==> src/rtl/clock_div_ctrl.sv <==
// Synchronous, glitch-free clock divider: square wave of period 2^(cur_sel+1) clocks plus an end-of-period tick.
// Ratio changes and stops are deferred to a period boundary so no runt pulse is ever produced.
module clock_div_ctrl #(
  parameter int MAX_SEL     = 16,
  parameter int DEFAULT_SEL = 16,
  parameter int SEL_W       = 5
) (
  input  logic             clock,
  input  logic             reset,
  input  logic             enable,
  input  logic             cfg_valid,
  input  logic [SEL_W-1:0] cfg_sel,
  output logic             cfg_ready,
  output logic             div_clock,
  output logic             tick,
  output logic             busy,
  output logic [SEL_W-1:0] cur_sel,
  output logic [1:0]       state_o
);

  localparam int CNT_W = MAX_SEL + 1;

  // Handshake: a configuration transfers on any rising edge where cfg_valid && cfg_ready;
  // cfg_ready depends only on registered state, and cfg_sel must be stable while cfg_valid is high.
  typedef enum logic [1:0] {
    IDLE = 2'd0,
    RUN  = 2'd1,
    PEND = 2'd2
  } state_t;

  state_t             state_q, state_d;
  logic [CNT_W-1:0]   cnt_q, cnt_d;
  logic [SEL_W-1:0]   cur_sel_q, cur_sel_d;
  logic [SEL_W-1:0]   pend_sel_q, pend_sel_d;
  logic               div_clock_q, div_clock_d;
  logic               tick_q, tick_d;
  logic               accept;
  logic               at_term;
  logic               running_d;

  function automatic logic [SEL_W-1:0] clamp_sel(input logic [SEL_W-1:0] s);
    if (s > SEL_W'(MAX_SEL)) return SEL_W'(MAX_SEL);
    return s;
  endfunction

  // Terminal count 2^(s+1)-1 as a right-shifted all-ones mask of the counter width.
  function automatic logic [CNT_W-1:0] term_cnt(input logic [SEL_W-1:0] s);
    return {CNT_W{1'b1}} >> (SEL_W'(MAX_SEL) - s);
  endfunction

  assign cfg_ready = (state_q != PEND);
  assign accept    = cfg_valid && cfg_ready;
  assign at_term   = (cnt_q == term_cnt(cur_sel_q));

  always_comb begin
    state_d    = state_q;
    cnt_d      = cnt_q;
    cur_sel_d  = cur_sel_q;
    pend_sel_d = pend_sel_q;
    case (state_q)
      IDLE: begin
        cnt_d = '0;
        if (accept) cur_sel_d = clamp_sel(cfg_sel);
        if (enable) state_d = RUN;
      end
      RUN: begin
        cnt_d = at_term ? '0 : cnt_q + 1'b1;
        if (accept) begin
          pend_sel_d = clamp_sel(cfg_sel);
          state_d    = PEND;
        end else if (at_term && !enable) begin
          state_d = IDLE;
        end
      end
      PEND: begin
        cnt_d = at_term ? '0 : cnt_q + 1'b1;
        if (at_term) begin
          cur_sel_d = pend_sel_q;
          state_d   = enable ? RUN : IDLE;
        end
      end
      default: begin
        state_d = IDLE;
        cnt_d   = '0;
      end
    endcase
  end

  // Outputs are precomputed from next-state so they leave flops directly and cannot glitch on a ratio change.
  always_comb begin
    running_d   = (state_d != IDLE);
    div_clock_d = running_d && (|(cnt_d & (CNT_W'(1) << cur_sel_d)));
    tick_d      = running_d && (cnt_d == term_cnt(cur_sel_d));
  end

  always_ff @(posedge clock or negedge reset) begin
    if (!reset) begin
      state_q     <= IDLE;
      cnt_q       <= '0;
      cur_sel_q   <= SEL_W'(DEFAULT_SEL);
      pend_sel_q  <= '0;
      div_clock_q <= 1'b0;
      tick_q      <= 1'b0;
    end else begin
      state_q     <= state_d;
      cnt_q       <= cnt_d;
      cur_sel_q   <= cur_sel_d;
      pend_sel_q  <= pend_sel_d;
      div_clock_q <= div_clock_d;
      tick_q      <= tick_d;
    end
  end

  assign div_clock = div_clock_q;
  assign tick      = tick_q;
  assign busy      = (state_q != IDLE);
  assign cur_sel   = cur_sel_q;
  assign state_o   = state_q;

endmodule

==> config.mk <==
export PLATFORM = sky130hd
export DESIGN_NAME = clock_div_ctrl
export DESIGN_NICKNAME = d
export VERILOG_FILES = /design/src/rtl/clock_div_ctrl.sv
export SDC_FILE = /design/constraint.sdc
export NUM_CORES = 1
export LEC_CHECK = 0
export BUFFER_PORTS_ARGS = -buffer_cell sky130_fd_sc_hd__buf_2
export CAP_MARGIN = 20
export CORE_MARGIN = 5
export CORE_UTILIZATION = 52
export CTS_BUF_LIST = sky130_fd_sc_hd__clkbuf_4
export CTS_CLUSTER_DIAMETER = 80
export DETAILED_ROUTE_END_ITERATION = 16
export PLACE_DENSITY_LB_ADDON = 0.1
export SLEW_MARGIN = 15
export SYNTH_ARGS = -nofsm -noshare
export SYNTH_HDL_FRONTEND = slang
export SYNTH_SLANG_ARGS = --single-unit
==> constraint.sdc <==
create_clock -name clock -period 7.7 [get_ports clock]
set_input_delay 1.155 -clock clock [delete_from_list [all_inputs] [get_ports clock]]
set_output_delay 1.155 -clock clock [all_outputs]
set_load 0.005 [all_outputs]
---- Word level (Yosys, flattened, before mapping) ----
Index checks and enable logic that the tools add are counted.
Widths: inputs -> output; s select.
storage, ports and cells
  input bits .............................. 9
  word-level logic and storage cells ...... 48
  output and inout port bits .............. 11
  bits in registers ....................... 31
cells by class
  reduce and logical (&&, ||, !) cells .... 11
  add/sub/neg operators ................... 3
  multiplexer cells ....................... 18
  bitwise operators ....................... 1
  equality and inequality tests ........... 5
  $lt $le $gt $ge ......................... 1
  shifts and indexed selects .............. 3
operator list
  cell                   count
  $eq 17x17->1           2
  $mux 17                2
  $shr 17x5->17 const A  2
  $mux 5                 5
  $add 17x1->17 const B  1
  $and 17x17->17         1
  $reduce_or 17->1       1
  $shl 1x5->17 const A   1
  $pmux 5 s2             1
  $sub 5x5->5 const A    2
  $mux 2                 4
  $pmux 2 s3             1
  $gt 5x5->1 const B     1
  $mux 1                 5
  $logic_and 1x1->1      4
  $reduce_bool 2->1      2
  $eq 2x1->1 const B     1
  $eq 2x2->1 const B     1
  $logic_not 2->1        1
  $ne 2x2->1 const B     1
  $reduce_and 2->1       1
  $reduce_or 2->1        1
  $logic_not 1->1        1

---- Logic depth before layout (Yosys ltp) ----
Gate-level depths: netlist of run 1.
  word-level depth ........................ 11
  depth in mapped cells ................... 25
  gate-level depth less buffers ........... 20

---- Worst setup path after synthesis of run 1 ----
OpenSTA, ideal clock, no wires.
  path kind ............................... register to register
  start point ............................. register cur_sel_q[1], in the netlist cur_sel[1]
  end point ............................... register tick_q, in the netlist tick
  path buffers ............................ 5
  cell stages (with the launch flop) ...... 24
  clock period less this slack ............ 5.750 ns
  library setup time ...................... 0.096 ns
  setup slack ............................. 1.950 ns
  data arrival time ....................... 5.654 ns
  data required time ...................... 7.604 ns
  cells stage by stage .................... dfrtp_1 clkbuf_1 inv_1 ha_1 clkbuf_1 nand2b_1 or3_1 a32oi_1 a31oi_1 or4b_1 buf_2 or2_1 buf_6 o211a_1 ha_1 ha_1 clkbuf_1 clkinv_1 nor2_1 nor2_1 a21oi_1 o221ai_1 or4_1 nor4_2
between the ends
  word-level cells in the longest chain between the ends .. 9
  elaborated cells on any way between the ends .. 18
  those cells by class .................... add/sub (2); eq/ne (2); shift (2); mux (9); reduce/logical (3)
ends and longest elaborated chain
  item                                                      line    source
  start, declared                                           33      logic [SEL_W-1:0] cur_sel_q, cur_sel_d;
  start signal, assigned                                    100     cur_sel_q <= SEL_W'(DEFAULT_SEL);
  start signal, assigned                                    107     cur_sel_q <= cur_sel_d;
  $sub 5x5->5                                               48      return {CNT_W{1'b1}} >> (SEL_W'(MAX_SEL) - s);
  $shr 17x5->17                                             48
  $eq 17x17->1                                              53      assign at_term = (cnt_q == term_cnt(cur_sel_q));
  $mux 5 / $logic_and 1x1->1 (equally long branches)        77, 71
  $pmux 5 s2 / $mux 2 (equally long branches)               60, 71
  $sub 5x5->5 / $mux 2 (equally long branches)              48, 68
  $shr 17x5->17 / $pmux 2 s3 (equally long branches)        48, 60
  $eq 17x17->1 / $reduce_bool 2->1 (equally long branches)  93, 91
  $logic_and 1x1->1 *                                       93      tick_d = running_d && (cnt_d == term_cnt(cur_sel_d));
  named net tick_d                                          36      logic tick_q, tick_d;
  end signal, assigned                                      110     tick_q <= tick_d;
  end, declared                                             36
Mark *: on every way through the listed nets, which the timed path passes. The rest lies on a longest branch.
A chain may end at the register's enable or synchronous reset.

---- Worst setup path after layout of run 1 ----
  start point ............................. register cur_sel_q[1], in the netlist cur_sel[1]
  end point ............................... register tick_q, in the netlist tick
between the ends
  word-level cells in the longest chain between the ends .. 9
  elaborated cells on any way between the ends .. 18
  those cells by class .................... add/sub (2); eq/ne (2); shift (2); mux (9); reduce/logical (3)
ends and longest elaborated chain
  item                    line  source
  $sub 5x5->5             48
  $shr 17x5->17           48
  $eq 17x17->1            53
  $mux 5                  77    if (at_term) begin
  $pmux 5 s2              60    case (state_q)
  named net cur_sel_d[0]  33
  $sub 5x5->5             48
  $shr 17x5->17           48
  $eq 17x17->1            93
  $logic_and 1x1->1       93
  named net tick_d        36
The timed path passes the listed nets, and every way through them passes these cells.

==> results of run 1 <==
-- cell usage in the layout (no fill, tap or decap), types with 5 or more instances in the layout --
master	Yosys	routed
sky130_fd_sc_hd__nor2b_1	6	6
sky130_fd_sc_hd__ha_1	15	15
sky130_fd_sc_hd__nor2_1	33	33
sky130_fd_sc_hd__nand4_1	5	5
sky130_fd_sc_hd__clkbuf_4	0	5
sky130_fd_sc_hd__o21ai_0	24	24
sky130_fd_sc_hd__o31ai_1	6	6
sky130_fd_sc_hd__a21oi_1	19	19
sky130_fd_sc_hd__nand2b_1	10	10
sky130_fd_sc_hd__inv_1	22	22
sky130_fd_sc_hd__nand3_1	19	19
sky130_fd_sc_hd__nor4_1	5	5
sky130_fd_sc_hd__nand2_1	38	38
sky130_fd_sc_hd__xor2_1	12	12
sky130_fd_sc_hd__or3_1	5	5
sky130_fd_sc_hd__a22oi_1	7	7
sky130_fd_sc_hd__buf_2	4	19
sky130_fd_sc_hd__a211oi_1	5	5
sky130_fd_sc_hd__dfrtp_1	30	30
sky130_fd_sc_hd__o211ai_1	9	9
sky130_fd_sc_hd__or4_1	5	5
sky130_fd_sc_hd__o21ai_1	5	5
sky130_fd_sc_hd__a31oi_1	7	7
sky130_fd_sc_hd__xnor2_1	10	10
-- sequential cells by signal (all words and copies together) (netlist names) --
register    flops
cnt_q          17
cur_sel         5
div_clock       1
pend_sel_q      5
state_o         2
tick            1
-- critical path, cell delays in order (launching register included) --
cell	delay (ps)
sky130_fd_sc_hd__dfrtp_1	530
sky130_fd_sc_hd__inv_1	200
sky130_fd_sc_hd__ha_1	490
sky130_fd_sc_hd__nor2b_1	430
sky130_fd_sc_hd__a21oi_1	210
sky130_fd_sc_hd__o31ai_1	280
sky130_fd_sc_hd__nand4_1	110
sky130_fd_sc_hd__or4b_1	660
sky130_fd_sc_hd__or2_1	430
sky130_fd_sc_hd__o211ai_2	310
sky130_fd_sc_hd__inv_2	100
sky130_fd_sc_hd__ha_1	230
sky130_fd_sc_hd__ha_1	460
sky130_fd_sc_hd__clkinv_1	300
sky130_fd_sc_hd__a211oi_1	230
sky130_fd_sc_hd__nor3_1	70
sky130_fd_sc_hd__a21oi_1	160
sky130_fd_sc_hd__o221ai_1	130
sky130_fd_sc_hd__or4_1	540
sky130_fd_sc_hd__nor4_2	270
-- per-layer routing --
metal / wire length (microns) / up-vias / GRT usage [%]
li1: - / 1490 / -
met1: 3928 / 1463 / 34.64
met2: 3999 / 127 / 38.56
met3: 691 / 18 / 3.763
met4: 209 / 0 / 7.830
met5: 0 / - / 0
-- final cells by class --
class                           instances  area (sq um)  share of cell area, %
Tap cell                               75         93.84                  2.851
Sequential cell                        31         777.0                  23.60
Multi-Input combinational cell        323          2176                  66.10
Timing Repair Buffer                   20         102.6                  3.117
Clock buffer                            5         37.54                  1.140
Clock inverter                          3         15.01                 0.4561
Inverter                               24         90.09                  2.737
-- path summary, 6_finish.rpt --
kind,from,endpoint,slack [ps],depth (start not counted)
setup / recovery,cur_sel[1]$_DFF_PN0_,tick$_DFF_PN0_,1490,19
hold / removal,pend_sel_q[0]$_DFFE_PN0P_,pend_sel_q[0]$_DFFE_PN0P_,500,2
setup reg to reg,cur_sel[1]$_DFF_PN0_,tick$_DFF_PN0_,1490,19
hold reg to reg,pend_sel_q[0]$_DFFE_PN0P_,pend_sel_q[0]$_DFFE_PN0P_,500,2
max in group asynchronous,reset,cnt_q[2]$_DFF_PN0_,6350,1
min in group asynchronous,reset,state_o[0]$_DFF_PN0_,860,1
-- kinds of logic after synthesis --
group,count (synthesis),synth area share [%]
AND/OR/NAND/NOR,157,27.05
multiplexers,4,1.382
XOR/XNOR,24,7.109
flip-flops,31,24.53
buffers and inverters,47,6.793
AO/OA/AOI/OAI,123,27.21
adder cells (fa/ha/maj),15,5.924
-- through the flow --
step	worst slack [ps]	util [%]	instances
after CTS	1547	55.60	481
after global routing	987.1	55.60	481
final	1488	55.60	481
after global placement	1799	54.71	473
after detailed placement	1556	54.71	473
after floorplan	1950	-	401
-- power groups by stage --
stage,Sequential [uW],Clock [uW],Combinational (uW)
floorplan,229,0,943
finish,271,96.2,1170
CTS,271,98.5,1140
global route,282,105,1280
global placement,272,0,1150
detailed placement,274,0,1140
==> PnR_summary.wiki, run 1 <==
{| class="wikitable"
! Metric !! Value
|-
| Outcome || finished, final reports clean
|-
| Sequential-to-total area share from yosys stat || 24.53%
|-
| IO Port Bufs || 19
|-
| Crit path launch type || flip-flop
|-
| Endpoint class of the critical path || flip-flop
|-
| Share of total power in the clock network || 6.3%
|-
| Setup violation total in the final timing report || 0
|-
| Post-Syn Instances || 401
|-
| Worst slew slack as a fraction of its limit || 51.70%
|-
| Final Hold Slack || 496.4 ps
|-
| Synth-to-Final Area Change || 3.910%
|-
| Initial standard-cell utilization of the core || 53.51%
|-
| Global-route usage over all layers || 24.53%
|-
| Total DRC errors in the routed layout || 0
|-
| Setup Buffers After CTS || 0
|-
| Clock period minus worst slack || 6212 ps
|-
| Via-per-instance ratio || 6.441
|-
| Remaining number of nets flagged by the antenna check after routing || 0
|-
| Pre-antenna DRT Iters || 5
|-
| Leading cell types by count after synthesis || sky130_fd_sc_hd__nand2_1, sky130_fd_sc_hd__nor2_1, sky130_fd_sc_hd__dfrtp_1, sky130_fd_sc_hd__o21ai_0, sky130_fd_sc_hd__inv_1
|-
| Remaining global-route overflow || 0
|-
| Cell taking the most area after synthesis || sky130_fd_sc_hd__dfrtp_1
|-
| Ratio of final minimum period to clock period || 80.67%
|-
| Final clock skew || 23.94 ps
|-
| Final WL || 8828 microns
|-
| Setup Total Neg Slack || 0 ps
|-
| Total Die Area || 0.007754 sq mm
|-
| Seq pwr share || 17.6%
|-
| Clock latency on the worst-skew pair || 340 ps
|-
| Worst-Margin Slew || 724.6 ps
|-
| CTS hold repair buffers || 0
|-
| Category of the critical setup timing path || reg -> reg
|-
| CTS clk-pin slew, worst paths || 120 ps
|-
| Maximum buffer depth of the clock tree || 2
|-
| Async SR Flop Fraction || 100.0%
|-
| Initial antenna violation count || 0
|-
| Leading register cell type out of synthesis || sky130_fd_sc_hd__dfrtp_1
|-
| Unrepaired setup endpoints after global routing || no
|-
| Leading cell type by number of instances after synthesis || sky130_fd_sc_hd__nand2_1
|-
| Syn Std Cell Area || 0.003168 sq mm
|-
| Hold violation total from the final report || 0
|-
| Die height || 88.06 microns
|-
| Fillers || 568
|-
| Pin count of the biggest net entering global routing || 32
|-
| Count of routing violations after the opening detailed-route iteration || 259
|-
| Max-Cap Viols || 0
|-
| Die span in x || 88.06 microns
|-
| Fraction of layout cells with a size suffix above 1 || 12.07%
|-
| Placeable core region || 0.005921 sq mm
|-
| Post-cts resize count || 0
|-
| Psw || 878.6 uW
|-
| Arrival time of data at the critical path endpoint || 6470 ps
|-
| Post-Synthesis Mean Instance Area || 7.900 sq um
|-
| GP Congestion || 0.9487
|-
| Avg WL per Cell || 18.35 microns
|-
| Final design instance area without fill || 0.003292 sq mm
|-
| Number of top-level design ports || 20
|-
| Total count of max-transition violations in the final report || 0
|-
| Largest cells by area after synthesis || sky130_fd_sc_hd__dfrtp_1, sky130_fd_sc_hd__ha_1, sky130_fd_sc_hd__nand2_1
|-
| Clock sink count || 31
|-
| Clock root buffer || sky130_fd_sc_hd__clkbuf_4
|-
| Post-synthesis register bit count || 31
|-
| Critical Path Fanout Max || 13
|-
| Std-Cell Rows || 28
|-
| Area share of the leading cell type in the synthesized netlist || 23.70%
|-
| Via count of the first global-routing pass || 2999
|-
| Combinational share of power || 76.1%
|-
| CTS H-tree depth || 2
|-
| Power density over cell area || 466.4 mW/mm^2
|-
| Maximum frequency from static timing analysis || 0.1610 GHz
|-
| Number of warning messages in the yosys log || 0
|-
| Number of clock buffers inserted by TritonCTS || 5
|-
| Number of flops mapped to enable cells by yosys || 0
|-
| Class of the worst hold path || reg -> reg
|-
| Total placed instance area || 0.003239 sq mm
|-
| Antenna diode count || 0
|-
| Overall via count from detail_route || 3098
|-
| Switching share of power || 57.23%
|-
| VDD IR max || 0.2462 mV
|-
| CTS tree || yes
|-
| Wire length of the first global-routing pass || 14950 microns
|-
| Synth unique cells || 73
|-
| P_int || 656.7 uW
|-
| Final Power || 1535 uW
|-
| Detailed placer's ending HPWL || 6756 microns
|-
| Static power due to leakage || 0.001341 uW
|-
| Total number of nets in the final design || 429
|-
| Data required time of the worst path || 7950 ps
|-
| Mapped Nets || 425
|}
(Power assumes the default switching activity.)
==> run 2, diff against run 1 <==
ABC_AREA = 1   (was default)
clock period = 5.7 ns   (was 7.7 ns; I/O delays follow)
==> PnR_summary.wiki, run 2 <==
{| class="wikitable"
! Metric !! Value
|-
| Setup violation total in the final timing report || 0
|-
| Die height || 88.52 microns
|-
| Final clock skew || 12.44 ps
|-
| Hold violation total from the final report || 0
|-
| Remaining global-route overflow || 0
|-
| IO Port Bufs || 19
|-
| Commonest cells after routing, fill and taps aside || sky130_fd_sc_hd__nand2_1, sky130_fd_sc_hd__inv_1, sky130_fd_sc_hd__nand3_1, sky130_fd_sc_hd__nor2_1, sky130_fd_sc_hd__dfrtp_1
|-
| Largest Register || cnt_q
|-
| Outcome || finished, final reports clean
|-
| Worst slew slack as a fraction of its limit || 42.12%
|-
| Clock period minus worst slack || 4555 ps
|-
| Endpoint class of the critical path || flip-flop
|-
| Die span in x || 88.52 microns
|-
| Via count of the first global-routing pass || 3129
|-
| Post-Synthesis Mean Instance Area || 6.188 sq um
|-
| Worst hold path depth || 2
|-
| Leading cell type by number of instances after synthesis || sky130_fd_sc_hd__nand2_1
|-
| Leading cell types by count after synthesis || sky130_fd_sc_hd__nand2_1, sky130_fd_sc_hd__inv_1, sky130_fd_sc_hd__nand3_1, sky130_fd_sc_hd__nor2_1, sky130_fd_sc_hd__dfrtp_1
|-
| Syn Std Cell Area || 0.003206 sq mm
|-
| Post-cts resize count || 0
|-
| Total placed instance area || 0.003319 sq mm
|-
| CTS H-tree depth || 2
|-
| Ratio of final minimum period to clock period || 79.92%
|-
| Initial standard-cell utilization of the core || 53.82%
|-
| Number of top-level design ports || 20
|-
| Largest cells by area after synthesis || sky130_fd_sc_hd__dfrtp_1, sky130_fd_sc_hd__nand2_1, sky130_fd_sc_hd__inv_1
|-
| Number of flops mapped to enable cells by yosys || 0
|-
| Slowest stage cell on the critical path || sky130_fd_sc_hd__nand2_1
|-
| Unrepaired setup endpoints after global routing || no
|-
| Std-Cell Rows || 28
|-
| Detailed placer's ending HPWL || 7279 microns
|-
| Maximum buffer depth of the clock tree || 2
|-
| Fraction of layout cells with a size suffix above 1 || 10.45%
|-
| Synth unique cells || 38
|-
| Total DRC errors in the routed layout || 0
|-
| Clock root buffer || sky130_fd_sc_hd__clkbuf_4
|-
| Placeable core region || 0.005956 sq mm
|-
| Number of clock buffers inserted by TritonCTS || 5
|-
| Mapped Nets || 542
|-
| Crit path launch type || flip-flop
|-
| Minimum setup slack among reg-to-reg paths || 1140 ps
|-
| Sequential-to-total area share from yosys stat || 24.24%
|-
| Worst setup slack before clock tree synthesis || 1251 ps
|-
| Remaining number of nets flagged by the antenna check after routing || 0
|-
| Setup Buffers After CTS || 0
|-
| Area share of the leading cell type in the synthesized netlist || 23.42%
|-
| GP Congestion || 0.9580
|-
| Count of routing violations after the opening detailed-route iteration || 204
|-
| CTS tree || yes
|-
| Number of warning messages in the yosys log || 0
|-
| CTS clk-pin slew, worst paths || 120 ps
|-
| Worst-Margin Slew || 866.1 ps
|-
| Commonest non-fill, non-tap cell in the layout || sky130_fd_sc_hd__nand2_1
|-
| Critical Path Fanout Max || 30
|-
| Critical Path Max Stage Delay || 650 ps
|-
| Hold path start || pend_sel_q[4]$_DFFE_PN0P_
|-
| Wire length of the first global-routing pass || 14930 microns
|-
| Arrival time of data at the critical path endpoint || 4830 ps
|-
| Category of the critical setup timing path || reg -> reg
|-
| CTS hold repair buffers || 0
|-
| Cell taking the most area after synthesis || sky130_fd_sc_hd__dfrtp_1
|-
| Post-Syn Instances || 518
|-
| Final design instance area without fill || 0.003377 sq mm
|-
| Overall via count from detail_route || 3372
|-
| Via-per-instance ratio || 5.519
|-
| Clock latency on the worst-skew pair || 340 ps
|-
| Max-Cap Viols || 0
|-
| Antenna diode count || 0
|-
| Total count of max-transition violations in the final report || 0
|-
| Class of the worst hold path || reg -> reg
|-
| Initial antenna violation count || 0
|-
| Global-route usage over all layers || 24.48%
|-
| R2R Path End || tick$_DFF_PN0_
|-
| Worst Setup Slack, final || 1145 ps
|-
| Final WL || 9018 microns
|-
| Setup Total Neg Slack || 0 ps
|-
| Total number of nets in the final design || 559
|-
| End point of the worst hold path || pend_sel_q[4]$_DFFE_PN0P_
|-
| Cell with the most instances on the worst path || sky130_fd_sc_hd__nand2_1
|-
| Leading register cell type out of synthesis || sky130_fd_sc_hd__dfrtp_1
|-
| R2R cell count || 27
|-
| Synth-to-Final Area Change || 5.347%
|-
| Maximum frequency from static timing analysis || 0.2195 GHz
|-
| Data required time of the worst path || 5970 ps
|-
| Reg2reg start || cur_sel[0]$_DFF_PN0_
|-
| Avg WL per Cell || 14.76 microns
|-
| Clock sink count || 31
|-
| Async SR Flop Fraction || 100.0%
|-
| Pin count of the biggest net entering global routing || 32
|-
| Number of flip-flops in the largest register || 17
|-
| Post-synthesis register bit count || 31
|-
| Pre-antenna DRT Iters || 6
|-
| Total Die Area || 0.007835 sq mm
|}
run 2: cell types whose count changed after synthesis, sizes merged, moves of 7 or more:
cell | previous run | this run
o211ai | 11 | 0
nor2 | 34 | 62
inv | 23 | 81
a31oi | 8 | 1
a21oi | 19 | 11
nand4 | 5 | 19
clkbuf | 11 | 0
nand2b | 10 | 0
nor4 | 8 | 1
nand3 | 19 | 63
nand2 | 38 | 169
xnor2 | 11 | 1
run 2: through the flow:
step | hold slack [ps] | instances | utilization [%]
final | 514.9 | 611 | 56.70
after global routing | 575.7 | 611 | 56.70
after CTS | 520.6 | 611 | 56.70
after detailed placement | 490.8 | 603 | 55.74
after global placement | 479.9 | 603 | 55.74
after floorplan | 453.1 | 518 | -
run 2: worst max-delay path, delay by kind of cell (launching register included):
kind	cells	cell delay, ps
DFF	1	420
AOI/OAI and AO/OA	2	210
adders and majority gates	2	560
buffers and inverters	3	330
and+or+nand+nor	20	2970
run 2: per-layer routing:
metal  part of all wire [%]  up-vias  GRT usage (%)
met2                     45      126          39.29
met1                     46     1534          34.30
li1                       -     1688              -
met4                    3.1        0          8.791
met3                    5.7       24          2.328
met5                      0        -              0
run 2: final cells by class:
| cell class | count | area, sq um |
|---|---|---|
| Inverter | 81 | 304.0 |
| Clock buffer | 5 | 37.54 |
| Fill cell | 615 | 2579 |
| Sequential cell | 31 | 777.0 |
| Clock inverter | 3 | 20.02 |
| Timing Repair Buffer | 19 | 95.09 |
| Multi-Input combinational cell | 397 | 2049 |
| Tap cell | 75 | 93.84 |
run 2: how the worst max path moves through the flow:
stage | start | to | slack [ps] | cells after the start
after global routing | cur_sel[0]$_DFF_PN0_ | tick$_DFF_PN0_ | 600 | 27
after detailed placement | cur_sel[0]$_DFF_PN0_ | tick$_DFF_PN0_ | 1250 | 27
after floorplan | cur_sel[0]$_DFF_PN0_ | tick$_DFF_PN0_ | 2280 | 29
after global placement | cur_sel[0]$_DFF_PN0_ | tick$_DFF_PN0_ | 1360 | 27
after CTS | cur_sel[0]$_DFF_PN0_ | tick$_DFF_PN0_ | 1210 | 27
final | cur_sel[0]$_DFF_PN0_ | tick$_DFF_PN0_ | 1140 | 27
run 2: kinds of logic (layout without fill, tap and decap cells):
logic type	count (synthesis)	in the layout	share of synthesized area, %
DFF	31	31	24.24
adders and majority gates	15	15	5.855
and+or+nand+nor	323	323	46.29
buffers and inverters	90	108	11.83
xor gates and xnor gates	11	11	3.240
AOI/OAI and AO/OA	48	48	8.548
Power of run 2 is not shown: default switching activity piles up to over one toggle a cycle in this logic, so the estimate is an artifact.
